### config.mk
export PLATFORM = sky130hd
export DESIGN_NAME = axi4_ddr_read_splitter_flat
export DESIGN_NICKNAME = d
export VERILOG_FILES = /design/src/rtl/axi4_ddr_read_splitter_pkg.sv /design/src/rtl/axi4_ddr_read_splitter_if.sv /design/src/rtl/axi4_burst_len_calc.sv /design/src/rtl/axi4_ddr_read_splitter.sv /design/src/flat_wrapper.sv
export SDC_FILE = /design/constraint.sdc
export NUM_CORES = 1
export LEC_CHECK = 0
export CAP_MARGIN = 20
export CORE_AREA = 4 4 471 473
export DETAILED_ROUTE_END_ITERATION = 7
export DIE_AREA = 0 0 475 477
export SETUP_SLACK_MARGIN = 0.15
export SYNTH_ARGS = -nofsm -noshare
export SYNTH_HDL_FRONTEND = slang
export SYNTH_SLANG_ARGS = --single-unit
### constraint.sdc
create_clock -name clk_i -period 20.2 [get_ports clk_i]
set_input_delay 2.02 -clock clk_i [delete_from_list [all_inputs] [get_ports clk_i]]
set_output_delay 2.02 -clock clk_i [all_outputs]
set_load 0.05 [all_outputs]
### src/rtl/axi4_ddr_read_splitter_pkg.sv
// Shared AXI encodings, page constant, response and FSM types for the DDR read splitter.
package axi4_ddr_read_splitter_pkg;

    typedef enum logic [1:0] {
        BURST_FIXED = 2'b00,
        BURST_INCR  = 2'b01,
        BURST_WRAP  = 2'b10
    } burst_e;

    typedef enum logic [1:0] {
        RESP_OKAY   = 2'b00,
        RESP_EXOKAY = 2'b01,
        RESP_SLVERR = 2'b10,
        RESP_DECERR = 2'b11
    } resp_e;

    typedef enum logic [1:0] {
        ST_IDLE  = 2'b00,
        ST_ISSUE = 2'b01,
        ST_DRAIN = 2'b10
    } state_e;

    localparam logic [12:0] PAGE_BYTES_C = 13'd4096;

    function automatic logic [8:0] min_beats(input logic [8:0] a, input logic [8:0] b);
        return (a < b) ? a : b;
    endfunction

endpackage

### src/rtl/axi4_ddr_read_splitter_if.sv
// AXI4 read-only bus (AR + R channels) with master and slave views.
interface axi4_ddr_read_splitter_if #(
    parameter int id_width_p   = 6,
    parameter int addr_width_p = 64,
    parameter int data_width_p = 512
);
    logic [id_width_p-1:0]   arid;
    logic [addr_width_p-1:0] araddr;
    logic [7:0]              arlen;
    logic [2:0]              arsize;
    logic [1:0]              arburst;
    logic                    arvalid;
    logic                    arready;
    logic [id_width_p-1:0]   rid;
    logic [data_width_p-1:0] rdata;
    logic [1:0]              rresp;
    logic                    rlast;
    logic                    rvalid;
    logic                    rready;

    modport master (
        output arid, araddr, arlen, arsize, arburst, arvalid, rready,
        input  arready, rid, rdata, rresp, rlast, rvalid
    );

    modport slave (
        input  arid, araddr, arlen, arsize, arburst, arvalid, rready,
        output arready, rid, rdata, rresp, rlast, rvalid
    );
endinterface

### src/rtl/axi4_burst_len_calc.sv
// Combinational sub-burst sizing: caps INCR bursts at max_beats_p and the 4 KB page end.
module axi4_burst_len_calc
    import axi4_ddr_read_splitter_pkg::*;
#(
    parameter int addr_width_p = 64,
    parameter int max_beats_p  = 16
) (
    input  logic [addr_width_p-1:0] addr_i,
    input  logic [2:0]              size_i,
    input  logic [1:0]              burst_i,
    input  logic [8:0]              remaining_i,
    output logic [8:0]              beats_o,
    output logic [addr_width_p-1:0] next_addr_o
);
    logic [12:0]             page_left_s;
    logic [12:0]             page_beats_s;
    logic [8:0]              cap_s;
    logic [8:0]              beats_s;
    logic [addr_width_p-1:0] step_s;

    // Beats available before the page end, the per-sub-burst cap and the resulting step.
    always_comb begin
        page_left_s  = PAGE_BYTES_C - {1'b0, addr_i[11:0]};
        page_beats_s = page_left_s >> size_i;
        if (page_beats_s > 13'(max_beats_p)) begin
            cap_s = 9'(max_beats_p);
        end else begin
            cap_s = page_beats_s[8:0];
        end
        if (burst_i == BURST_INCR) begin
            beats_s = min_beats(remaining_i, cap_s);
        end else begin
            beats_s = remaining_i;
        end
        step_s      = {{(addr_width_p-9){1'b0}}, beats_s} << size_i;
        next_addr_o = addr_i + step_s;
        beats_o     = beats_s;
    end
endmodule

### src/rtl/axi4_ddr_read_splitter.sv
// AXI4 read splitter: one upstream burst becomes page/length-bounded sub-bursts, R merged back.
// Build option AXI_SPLIT_RESP_STICKY_EN makes rresp report the worst response of the burst so far.
module axi4_ddr_read_splitter
    import axi4_ddr_read_splitter_pkg::*;
#(
    parameter int id_width_p        = 6,
    parameter int addr_width_p      = 64,
    parameter int data_width_p      = 512,
    parameter int max_beats_p       = 16,
    parameter int max_outstanding_p = 4
) (
    input  logic                     clk_i,
    input  logic                     resetn_i,
    axi4_ddr_read_splitter_if.slave  s_axi,
    axi4_ddr_read_splitter_if.master m_axi
);
    localparam int ost_w_lp = $clog2(max_outstanding_p + 1);
    localparam logic [ost_w_lp-1:0] ost_max_lp = ost_w_lp'(max_outstanding_p);

    state_e                  state_q, state_d;
    logic [id_width_p-1:0]   id_q, id_d;
    logic [addr_width_p-1:0] addr_q, addr_d;
    logic [2:0]              size_q, size_d;
    logic [1:0]              burst_q, burst_d;
    logic [8:0]              total_q, total_d;
    logic [8:0]              remaining_q, remaining_d;
    logic [8:0]              delivered_q, delivered_d;
    logic [ost_w_lp-1:0]     outstanding_q, outstanding_d;
    logic                    arready_q, arready_d;

    logic [8:0]              beats_s;
    logic [addr_width_p-1:0] next_addr_s;
    logic                    ar_acc_s, m_arvalid_s, m_ar_hs_s, r_hs_s, r_active_s, last_beat_s;
    logic                    unused_rid_s;

    axi4_burst_len_calc #(
        .addr_width_p (addr_width_p),
        .max_beats_p  (max_beats_p)
    ) u_len_calc (
        .addr_i      (addr_q),
        .size_i      (size_q),
        .burst_i     (burst_q),
        .remaining_i (remaining_q),
        .beats_o     (beats_s),
        .next_addr_o (next_addr_s)
    );

    assign r_active_s   = (state_q != ST_IDLE);
    assign m_arvalid_s  = (state_q == ST_ISSUE) && (outstanding_q != ost_max_lp);
    assign ar_acc_s     = arready_q && s_axi.arvalid;
    assign m_ar_hs_s    = m_arvalid_s && m_axi.arready;
    assign r_hs_s       = r_active_s && m_axi.rvalid && s_axi.rready;
    assign last_beat_s  = (delivered_q == (total_q - 9'd1));
    assign unused_rid_s = ^m_axi.rid;

    // FSM next state, burst context capture and upstream beat counting.
    always_comb begin
        state_d     = state_q;
        id_d        = id_q;
        addr_d      = addr_q;
        size_d      = size_q;
        burst_d     = burst_q;
        total_d     = total_q;
        remaining_d = remaining_q;
        delivered_d = delivered_q;
        case (state_q)
            ST_IDLE: begin
                if (ar_acc_s) begin
                    id_d        = s_axi.arid;
                    addr_d      = s_axi.araddr;
                    size_d      = s_axi.arsize;
                    burst_d     = s_axi.arburst;
                    total_d     = {1'b0, s_axi.arlen} + 9'd1;
                    remaining_d = {1'b0, s_axi.arlen} + 9'd1;
                    delivered_d = 9'd0;
                    state_d     = ST_ISSUE;
                end else begin
                    delivered_d = 9'd0;
                end
            end
            ST_ISSUE: begin
                if (m_ar_hs_s) begin
                    remaining_d = remaining_q - beats_s;
                    addr_d      = next_addr_s;
                    if (remaining_q == beats_s) begin
                        state_d = ST_DRAIN;
                    end else begin
                        state_d = ST_ISSUE;
                    end
                end else begin
                    state_d = ST_ISSUE;
                end
                if (r_hs_s) begin
                    delivered_d = delivered_q + 9'd1;
                end else begin
                    delivered_d = delivered_q;
                end
            end
            ST_DRAIN: begin
                if (r_hs_s && last_beat_s) begin
                    delivered_d = 9'd0;
                    state_d     = ST_IDLE;
                end else if (r_hs_s) begin
                    delivered_d = delivered_q + 9'd1;
                end else begin
                    delivered_d = delivered_q;
                end
            end
            default: begin
                state_d = ST_IDLE;
            end
        endcase
    end

    // Outstanding sub-burst count and the registered upstream AR ready.
    always_comb begin
        outstanding_d = outstanding_q;
        case ({m_ar_hs_s, r_hs_s && m_axi.rlast})
            2'b10:   outstanding_d = outstanding_q + ost_w_lp'(1);
            2'b01:   outstanding_d = outstanding_q - ost_w_lp'(1);
            default: outstanding_d = outstanding_q;
        endcase
        arready_d = (state_d == ST_IDLE);
    end

    // State and context registers.
    always_ff @(posedge clk_i or negedge resetn_i) begin
        if (!resetn_i) begin
            state_q       <= ST_IDLE;
            id_q          <= '0;
            addr_q        <= '0;
            size_q        <= 3'd0;
            burst_q       <= 2'd0;
            total_q       <= 9'd0;
            remaining_q   <= 9'd0;
            delivered_q   <= 9'd0;
            outstanding_q <= '0;
            arready_q     <= 1'b0;
        end else begin
            state_q       <= state_d;
            id_q          <= id_d;
            addr_q        <= addr_d;
            size_q        <= size_d;
            burst_q       <= burst_d;
            total_q       <= total_d;
            remaining_q   <= remaining_d;
            delivered_q   <= delivered_d;
            outstanding_q <= outstanding_d;
            arready_q     <= arready_d;
        end
    end

    assign s_axi.arready = arready_q;
    assign m_axi.arid    = id_q;
    assign m_axi.araddr  = addr_q;
    assign m_axi.arlen   = 8'(beats_s - 9'd1);
    assign m_axi.arsize  = size_q;
    assign m_axi.arburst = burst_q;
    assign m_axi.arvalid = m_arvalid_s;

    assign m_axi.rready  = r_active_s && s_axi.rready;
    assign s_axi.rvalid  = r_active_s && m_axi.rvalid;
    assign s_axi.rid     = id_q;
    assign s_axi.rdata   = m_axi.rdata;
    assign s_axi.rlast   = r_active_s && last_beat_s;

`ifdef AXI_SPLIT_RESP_STICKY_EN
    logic [1:0] resp_q, resp_d;

    // Worst response seen in the current burst; cleared whenever the FSM is (re)entering IDLE.
    always_comb begin
        if (state_d == ST_IDLE) begin
            resp_d = RESP_OKAY;
        end else if (r_hs_s) begin
            resp_d = resp_q | m_axi.rresp;
        end else begin
            resp_d = resp_q;
        end
    end

    // Sticky response register.
    always_ff @(posedge clk_i or negedge resetn_i) begin
        if (!resetn_i) begin
            resp_q <= RESP_OKAY;
        end else begin
            resp_q <= resp_d;
        end
    end

    assign s_axi.rresp = resp_q | m_axi.rresp;
`else
    assign s_axi.rresp = m_axi.rresp;
`endif
endmodule

### src/flat_wrapper.sv
// flat-port wrapper written by rule: the top's interface ports become plain ports
module axi4_ddr_read_splitter_flat import axi4_ddr_read_splitter_pkg::*;
#(
    parameter int id_width_p        = 6,
    parameter int addr_width_p      = 64,
    parameter int data_width_p      = 512,
    parameter int max_beats_p       = 16,
    parameter int max_outstanding_p = 4
)
  (clk_i, resetn_i, s_axi_arid, s_axi_araddr, s_axi_arlen, s_axi_arsize, s_axi_arburst, s_axi_arvalid, s_axi_rready, s_axi_arready, s_axi_rid, s_axi_rdata, s_axi_rresp, s_axi_rlast, s_axi_rvalid, m_axi_arid, m_axi_araddr, m_axi_arlen, m_axi_arsize, m_axi_arburst, m_axi_arvalid, m_axi_rready, m_axi_arready, m_axi_rid, m_axi_rdata, m_axi_rresp, m_axi_rlast, m_axi_rvalid);
  axi4_ddr_read_splitter_if #(.id_width_p(id_width_p), .addr_width_p(addr_width_p), .data_width_p(data_width_p)) s_axi_i ();
  axi4_ddr_read_splitter_if #(.id_width_p(id_width_p), .addr_width_p(addr_width_p), .data_width_p(data_width_p)) m_axi_i ();
  input  logic clk_i;
  input  logic resetn_i;
  input wire logic [$bits(s_axi_i.arid)-1:0] s_axi_arid;
  input wire logic [$bits(s_axi_i.araddr)-1:0] s_axi_araddr;
  input wire logic [$bits(s_axi_i.arlen)-1:0] s_axi_arlen;
  input wire logic [$bits(s_axi_i.arsize)-1:0] s_axi_arsize;
  input wire logic [$bits(s_axi_i.arburst)-1:0] s_axi_arburst;
  input wire logic [$bits(s_axi_i.arvalid)-1:0] s_axi_arvalid;
  input wire logic [$bits(s_axi_i.rready)-1:0] s_axi_rready;
  output wire logic [$bits(s_axi_i.arready)-1:0] s_axi_arready;
  output wire logic [$bits(s_axi_i.rid)-1:0] s_axi_rid;
  output wire logic [$bits(s_axi_i.rdata)-1:0] s_axi_rdata;
  output wire logic [$bits(s_axi_i.rresp)-1:0] s_axi_rresp;
  output wire logic [$bits(s_axi_i.rlast)-1:0] s_axi_rlast;
  output wire logic [$bits(s_axi_i.rvalid)-1:0] s_axi_rvalid;
  output wire logic [$bits(m_axi_i.arid)-1:0] m_axi_arid;
  output wire logic [$bits(m_axi_i.araddr)-1:0] m_axi_araddr;
  output wire logic [$bits(m_axi_i.arlen)-1:0] m_axi_arlen;
  output wire logic [$bits(m_axi_i.arsize)-1:0] m_axi_arsize;
  output wire logic [$bits(m_axi_i.arburst)-1:0] m_axi_arburst;
  output wire logic [$bits(m_axi_i.arvalid)-1:0] m_axi_arvalid;
  output wire logic [$bits(m_axi_i.rready)-1:0] m_axi_rready;
  input wire logic [$bits(m_axi_i.arready)-1:0] m_axi_arready;
  input wire logic [$bits(m_axi_i.rid)-1:0] m_axi_rid;
  input wire logic [$bits(m_axi_i.rdata)-1:0] m_axi_rdata;
  input wire logic [$bits(m_axi_i.rresp)-1:0] m_axi_rresp;
  input wire logic [$bits(m_axi_i.rlast)-1:0] m_axi_rlast;
  input wire logic [$bits(m_axi_i.rvalid)-1:0] m_axi_rvalid;
  assign s_axi_i.arid = s_axi_arid;
  assign s_axi_i.araddr = s_axi_araddr;
  assign s_axi_i.arlen = s_axi_arlen;
  assign s_axi_i.arsize = s_axi_arsize;
  assign s_axi_i.arburst = s_axi_arburst;
  assign s_axi_i.arvalid = s_axi_arvalid;
  assign s_axi_i.rready = s_axi_rready;
  assign s_axi_arready = s_axi_i.arready;
  assign s_axi_rid = s_axi_i.rid;
  assign s_axi_rdata = s_axi_i.rdata;
  assign s_axi_rresp = s_axi_i.rresp;
  assign s_axi_rlast = s_axi_i.rlast;
  assign s_axi_rvalid = s_axi_i.rvalid;
  assign m_axi_arid = m_axi_i.arid;
  assign m_axi_araddr = m_axi_i.araddr;
  assign m_axi_arlen = m_axi_i.arlen;
  assign m_axi_arsize = m_axi_i.arsize;
  assign m_axi_arburst = m_axi_i.arburst;
  assign m_axi_arvalid = m_axi_i.arvalid;
  assign m_axi_rready = m_axi_i.rready;
  assign m_axi_i.arready = m_axi_arready;
  assign m_axi_i.rid = m_axi_rid;
  assign m_axi_i.rdata = m_axi_rdata;
  assign m_axi_i.rresp = m_axi_rresp;
  assign m_axi_i.rlast = m_axi_rlast;
  assign m_axi_i.rvalid = m_axi_rvalid;
  axi4_ddr_read_splitter #(.id_width_p(id_width_p), .addr_width_p(addr_width_p), .data_width_p(data_width_p), .max_beats_p(max_beats_p), .max_outstanding_p(max_outstanding_p)) u_core (.clk_i(clk_i), .resetn_i(resetn_i), .s_axi(s_axi_i), .m_axi(m_axi_i));
endmodule
# Word-level counts from Yosys, hierarchy flattened
# Index checks and enable logic that the tools add are counted.
op_classes:
  add_sub_neg: 9
  multipliers: 0
  div_mod_pow: 0
  order_cmp: 2
  n_eq_ne: 10
  shifts: 2
  n_mux: 18
  bitwise_logic: 0
  n_reduce_logical: 17
ops:
  columns: ["op", "n"]
  rows:
  - ["two-way mux 64 bit", 2]
  - ["one-hot mux 64 bit (2 select lines)", 1]
  - ["adder 64 bit", 1]
  - ["<< shifter 9 x 3 -> 64 bit", 1]
  - ["two-way mux 9 bit", 7]
  - ["one-hot mux 9 bit (3 select lines)", 1]
  - ["== test 9 bit", 2]
  - ["one-hot mux 9 bit (2 select lines)", 1]
  - ["greater-than comparator 13 x 5 -> 1 bit (second input constant)", 1]
  - [">> shifter 13 x 3 -> 13 bit", 1]
  - ["subtractor 13 x 12 -> 13 bit (first input constant)", 1]
  - ["adder 8 x 1 -> 9 bit (second input constant)", 1]
  - ["adder 9 x 1 -> 9 bit (second input constant)", 1]
  - ["logical AND 1 bit", 9]
  - ["less-than comparator 9 bit", 1]
  - ["subtractor 9 x 1 -> 9 bit (second input constant)", 1]
  - ["subtractor 9 bit", 1]
  - ["two-way mux 2 bit", 4]
  - ["subtractor 8 x 1 -> 8 bit (second input constant)", 1]
  - ["== test 2 x 1 -> 1 bit (second input constant)", 3]
  - ["one-hot mux 2 bit (3 select lines)", 1]
  - ["one-hot mux 3 bit (2 select lines)", 1]
  - ["nonzero test 2 bit", 3]
  - ["== test 2 bit (second input constant)", 2]
  - ["other kinds (8)", 10]
totals:
  reg_bits: 108
  latch_bits: 0
  ram_bits: 0
  mem_bits_ro: 0
  out_inout_bits: 608
  wordCells: 68
  n_memories: 0

# Longest topological paths before layout
logic_depth:
  word_depth: 12
  mapped_depth: 34

# By module
# Synthesis repeated with hierarchy kept, for this count alone.
hier_totals:
  hier_cells: 1602
  area_unflattened_um2: 12987.5
modules_own_cells:
  columns: ["mod", "instances", "cells_each", "area_each_um2", "seq_area_each_um2"]
  rows:
  - ["axi4_ddr_read_splitter", 1, 1139, 9826.9, 2702.6]
  - ["axi4_burst_len_calc", 1, 463, 3160.5, 0.0]

# Worst setup path before layout
# OpenSTA, ideal clock, no wires.
synth_timing:
  path_kind: "reg2out"
  start: "reg u_core.addr_q[0] (netlist: u_core.m_axi.araddr[0])"
  end: "out m_axi_arlen[6]"
  arrival_ps: 6054
  t_required_ps: 18180
  setup_slack_ps: 12126
  path_stages_with_launch: 24
  n_path_buf: 0
  path_cell_list: "dfrtp_1 > inv_1 > ha_1 > nor2b_1 > nand2_1 > o211a_1 > a2111oi_0 > a32oi_1 > o31a_1 > nor3_1 > inv_1 > ha_1 > a21oi_1 > nor2b_1 > o21ai_0 > a21oi_1 > o21a_1 > nor4_1 > a31oi_4 > mux2_2 > inv_2 > ha_1 > nand4_1 > xor2_1"
synth_via:
  elab_chain_cells: 8
synth_rtl:
  columns: ["item", "line_no", "source"]
  rows:
  - ["start: declaration", "axi4_ddr_read_splitter.sv:22", "logic [addr_width_p-1:0] addr_q, addr_d;"]
  - ["start signal: assignment", "axi4_ddr_read_splitter.sv:142", "addr_q <= addr_d;"]
  - ["subtractor 13 x 12 -> 13 bit (*)", "axi4_burst_len_calc.sv:23", "page_left_s = PAGE_BYTES_C - {1'b0, addr_i[11:0]};"]
  - [">> shifter 13 x 3 -> 13 bit (*)", "axi4_burst_len_calc.sv:24", "page_beats_s = page_left_s >> size_i;"]
  - ["greater-than comparator 13 x 5 -> 1 bit", "axi4_burst_len_calc.sv:25", "if (page_beats_s > 13'(max_beats_p)) begin"]
  - ["two-way mux 9 bit (*)", "axi4_burst_len_calc.sv:25", null]
  - ["less-than comparator 9 bit", "axi4_ddr_read_splitter_pkg.sv:26", "return (a < b) ? a : b;"]
  - ["two-way mux 9 bit (*)", "axi4_ddr_read_splitter_pkg.sv:26", null]
  - ["two-way mux 9 bit (*)", "axi4_burst_len_calc.sv:30", "if (burst_i == BURST_INCR) begin"]
  - ["subtractor 8 x 1 -> 8 bit (*)", "axi4_ddr_read_splitter.sv:156", "assign m_axi.arlen = 8'(beats_s - 9'd1);"]
  - ["end: declaration", "flat_wrapper.sv:30", "output wire logic [$bits(m_axi_i.arlen)-1:0] m_axi_arlen;"]
# Mark *: on every way between the ends. The rest lies on a longest branch, timed or not.

# Worst setup path after layout
layout_timing:
  start: "reg u_core.addr_q[0] (netlist: u_core.m_axi.araddr[0])"
  end: "out m_axi_arlen[3]"
# The elaborated chain is that of the path after synthesis.

==> flow_summary.ini <==
[logic_synthesis]
syn_area_per_cell_um2 = 7.863
synth.top_cell.area_share = 0.2948
synth_ff_type = dfrtp_1
post-synth-top-count-cell = buf_4
synthTopCellsByCount = buf_4 (520), nand2_1 (109), dfrtp_1 (108)
ys_ff_latch = 108
yosys-top-cells-area = buf_4 (29%), dfrtp_1 (20%), ha_1 (4.1%), o21ai_0 (3.5%), nand2_1 (3.1%)
yosys.cell_types.count = 81
synth_edf_count = 0
netlist_instances = 1684
ys_async_sr_fraction = 1.000
syn-cell-area_mm2 = 0.01324
synth-seq-area-share = 0.2041
yosysTopAreaCell = buf_4
ys_warn_count = 0

[clocking]
cts_buffer_depth = 2
cts_root_buf = clkbuf_16
clk_pin_slew_ns = 0.11
htree_levels = 3
clock_latency_ns = 0.45
cts_setup_buffers = 0
cts_resized = 0
holdBufCountCts = 0
clock-sinks = 108
cts-buffers-inserted = 9
cts_tree = built

[status]
status = finished, final reports clean

[global_routing]
grt_use_total = 0.1112
first_global_vias = 10720
antenna_found_initial = 21
grt_pass1_wl_um = 155400
overflow = 0
grt_max_degree = 63

[routing]
drt_first_pass_iters = 5
totalWireLength_um = 132100
drc_errors = 0
drt_iter0_markers = 1139
vias_per_cell = 2.712
wl_per_cell_um = 31.70
ant_nets = 0
vias = 11300

[die]
rows = 171
start_util = 0.06103
die_height_um = 477
design.die.area_mm2 = 0.2266
coreArea_mm2 = 0.2170
io_pins = 1218
die_x_um = 475

[timing]
grt_setup_unrepaired = false
max_freq_mhz = 98.75
period_minus_slack_ns = 10.13
max_slew_margin = 0.2435
hold_viol = 0
fin_tns_setup_ns = 0
maxSlewViolCount = 0
finalSetupViolations = 0
finClkSkew_ns = 0.02019
period_share = 0.5013
holdWs_ns = 0.4939
worstMarginPinSlew_ns = 1.131

[power_and_ir_drop]
power_density_mw_per_mm2 = 169.8
peakVddDrop_mv = 0.09647
leakage_nw = 4.736

[worst_setup_path]
start_kind = register
rrSetupSlack_ns = 10.30
cp_slowest_cell = clkdlybuf4s50_1
cp_top_family = compound AO/OA/AOI/OAI gates
crit_buf_inv = 3
path_cells = inv_1 -> ha_1 -> nor2b_1 -> nand2_1 -> o211a_1 -> a2111oi_0 -> a32oi_1 -> o31a_1 -> nor3_1 -> inv_1 -> ha_1 -> a21oi_1 -> nor2b_1 -> o21ai_0 -> a21oi_1 -> o21a_1 -> or4_1 -> o31ai_4 -> a22oi_2 -> o211ai_1 -> xor2_1 -> clkdlybuf4s50_1
cp-end-kind = output pin
critPathMaxFanout = 19
path_class = reg -> out
cp.required_ns = 18.18
slowest_delay_ns = 1.07
critical_path_arrival_ns = 8.11

[final_layout]
synthToLayoutAreaGrowth_pct = 12.78
nets = 1957
fill_cells = 25600
finalNonFillerCells = 4166
drive_gt1_frac = 0.05819

[run]
cap_violations = 0

[placed_design]
dp.cells = 4144
io_buffer_count = 183
place_congestion = 0.8465
hpwl_um = 119600

[min_path]
hp-class = reg -> reg
-- layout by cell type (no fill, tap or decap), types with 16 or more instances in the layout --
cell type        Yosys  final
a211oi_1            18     18
a21oi_1             70     69
and3_1              36     36
buf_4              520     17
clkdlybuf4s50_1      0    182
dfrtp_1            108    107
ha_1                43     42
inv_1               35     35
mux2_2              20     20
mux2i_1             23     23
nand2_1            109    109
nand2b_1            17     17
nand3_1             42     41
nand4_1             16     16
nor2_1              91     91
nor3_1              45     45
o21ai_0             92     92
o22ai_1             33     33
xnor2_1             33     33
xor2_1              20     20
-- flip-flops by register name, indices dropped and copies added (netlist names) --
signal,cells
u_core.m_axi.arsize,3
u_core.state_q,2
u_core.delivered_q,9
u_core.total_q,9
u_core.outstanding_q,3
u_core.remaining_q,9
u_core.m_axi.arid,6
u_core.m_axi.arburst,2
u_core.s_axi.arready,1
u_core.m_axi.araddr,64
-- power by group --
group,switching (mW),total [mW],leakage [nW],internal (mW)
registers,0.161,0.465,1.35,0.304
clock network,0.126,0.216,0.152,0.0902
logic,1.22,1.85,3.23,0.634
-- worst paths after layout --
path / start / to / cells past startpoint
worst max-delay path: u_core.m_axi.araddr[0]$_DFFE_PN0P_ / m_axi_arlen[3] / 22
worst min-delay path: u_core.outstanding_q[2]$_DFFE_PN0P_ / u_core.outstanding_q[2]$_DFFE_PN0P_ / 1
worst max register to register: u_core.m_axi.araddr[0]$_DFFE_PN0P_ / u_core.m_axi.araddr[54]$_DFFE_PN0P_ / 31
worst min register to register: u_core.outstanding_q[2]$_DFFE_PN0P_ / u_core.outstanding_q[2]$_DFFE_PN0P_ / 1
max in group asynchronous: resetn_i / u_core.m_axi.araddr[20]$_DFFE_PN0P_ / 2
min in group asynchronous: resetn_i / u_core.m_axi.arid[1]$_DFFE_PN0P_ / 1
-- metal layers --
metal / vias up / track usage / part of all wire
met4: 4 / 0.06007 / 0.058
met1: 5179 / 0.05563 / 0.17
met3: 338 / 0.1520 / 0.30
met2: 1122 / 0.1839 / 0.47
met5: - / 0.005757 / 0.0015
li1: 4657 / - / -
-- kinds of logic (layout without fill, tap and decap cells) --
kind of cell / count (synthesis) / count (layout) / synth area share
AOI/OAI and AO/OA: 365 / 365 / 0.1876
xor gates and xnor gates: 53 / 53 / 0.03506
adders and majority gates: 46 / 46 / 0.04517
buffers and inverters: 633 / 252 / 0.3271
DFF: 108 / 108 / 0.2041
muxes: 45 / 45 / 0.03713
other: 1 / 10 / 0.0002832
and+or+nand+nor: 433 / 433 / 0.1636
-- worst reg2reg max path, delay by kind of cell, from the launching register on --
family | cells | cell delay (ns)
buffers and inverters | 2 | 0.24
muxes | 2 | 0.95
adders and majority gates | 3 | 0.87
AOI/OAI and AO/OA | 17 | 5.12
DFF | 1 | 0.52
and+or+nand+nor | 7 | 2.16
-- layout make-up --
| class | instances | area [um^2] | area share |
|---|---|---|---|
| Timing Repair Buffer | 199 | 1949 | 0.1305 |
| Clock buffer | 9 | 225.2 | 0.01508 |
| Clock inverter | 7 | 91.34 | 0.006116 |
| Multi-Input combinational cell | 946 | 6238 | 0.4178 |
| Inverter | 37 | 138.9 | 0.009300 |
| Sequential cell | 108 | 2704 | 0.1811 |
| Antenna cell | 6 | 15.01 | 0.001005 |
| Tap cell | 2854 | 3571 | 0.2391 |
-- per-stage QoR --
stage               worst slack (ns)     util  instance area [um^2]  total power [mW]
finish                         10.07  0.06883                 14930             2.535
global route                   9.605  0.06883                 14930             2.713
CTS                            10.10  0.06876                 14920             2.573
detailed placement             10.43  0.06730                 14600             2.341
global placement               10.48  0.06727                 14590             2.326
floorplan                      12.13        -                 13250             1.932
No activity file was read; power rests on OpenSTA's default activity.
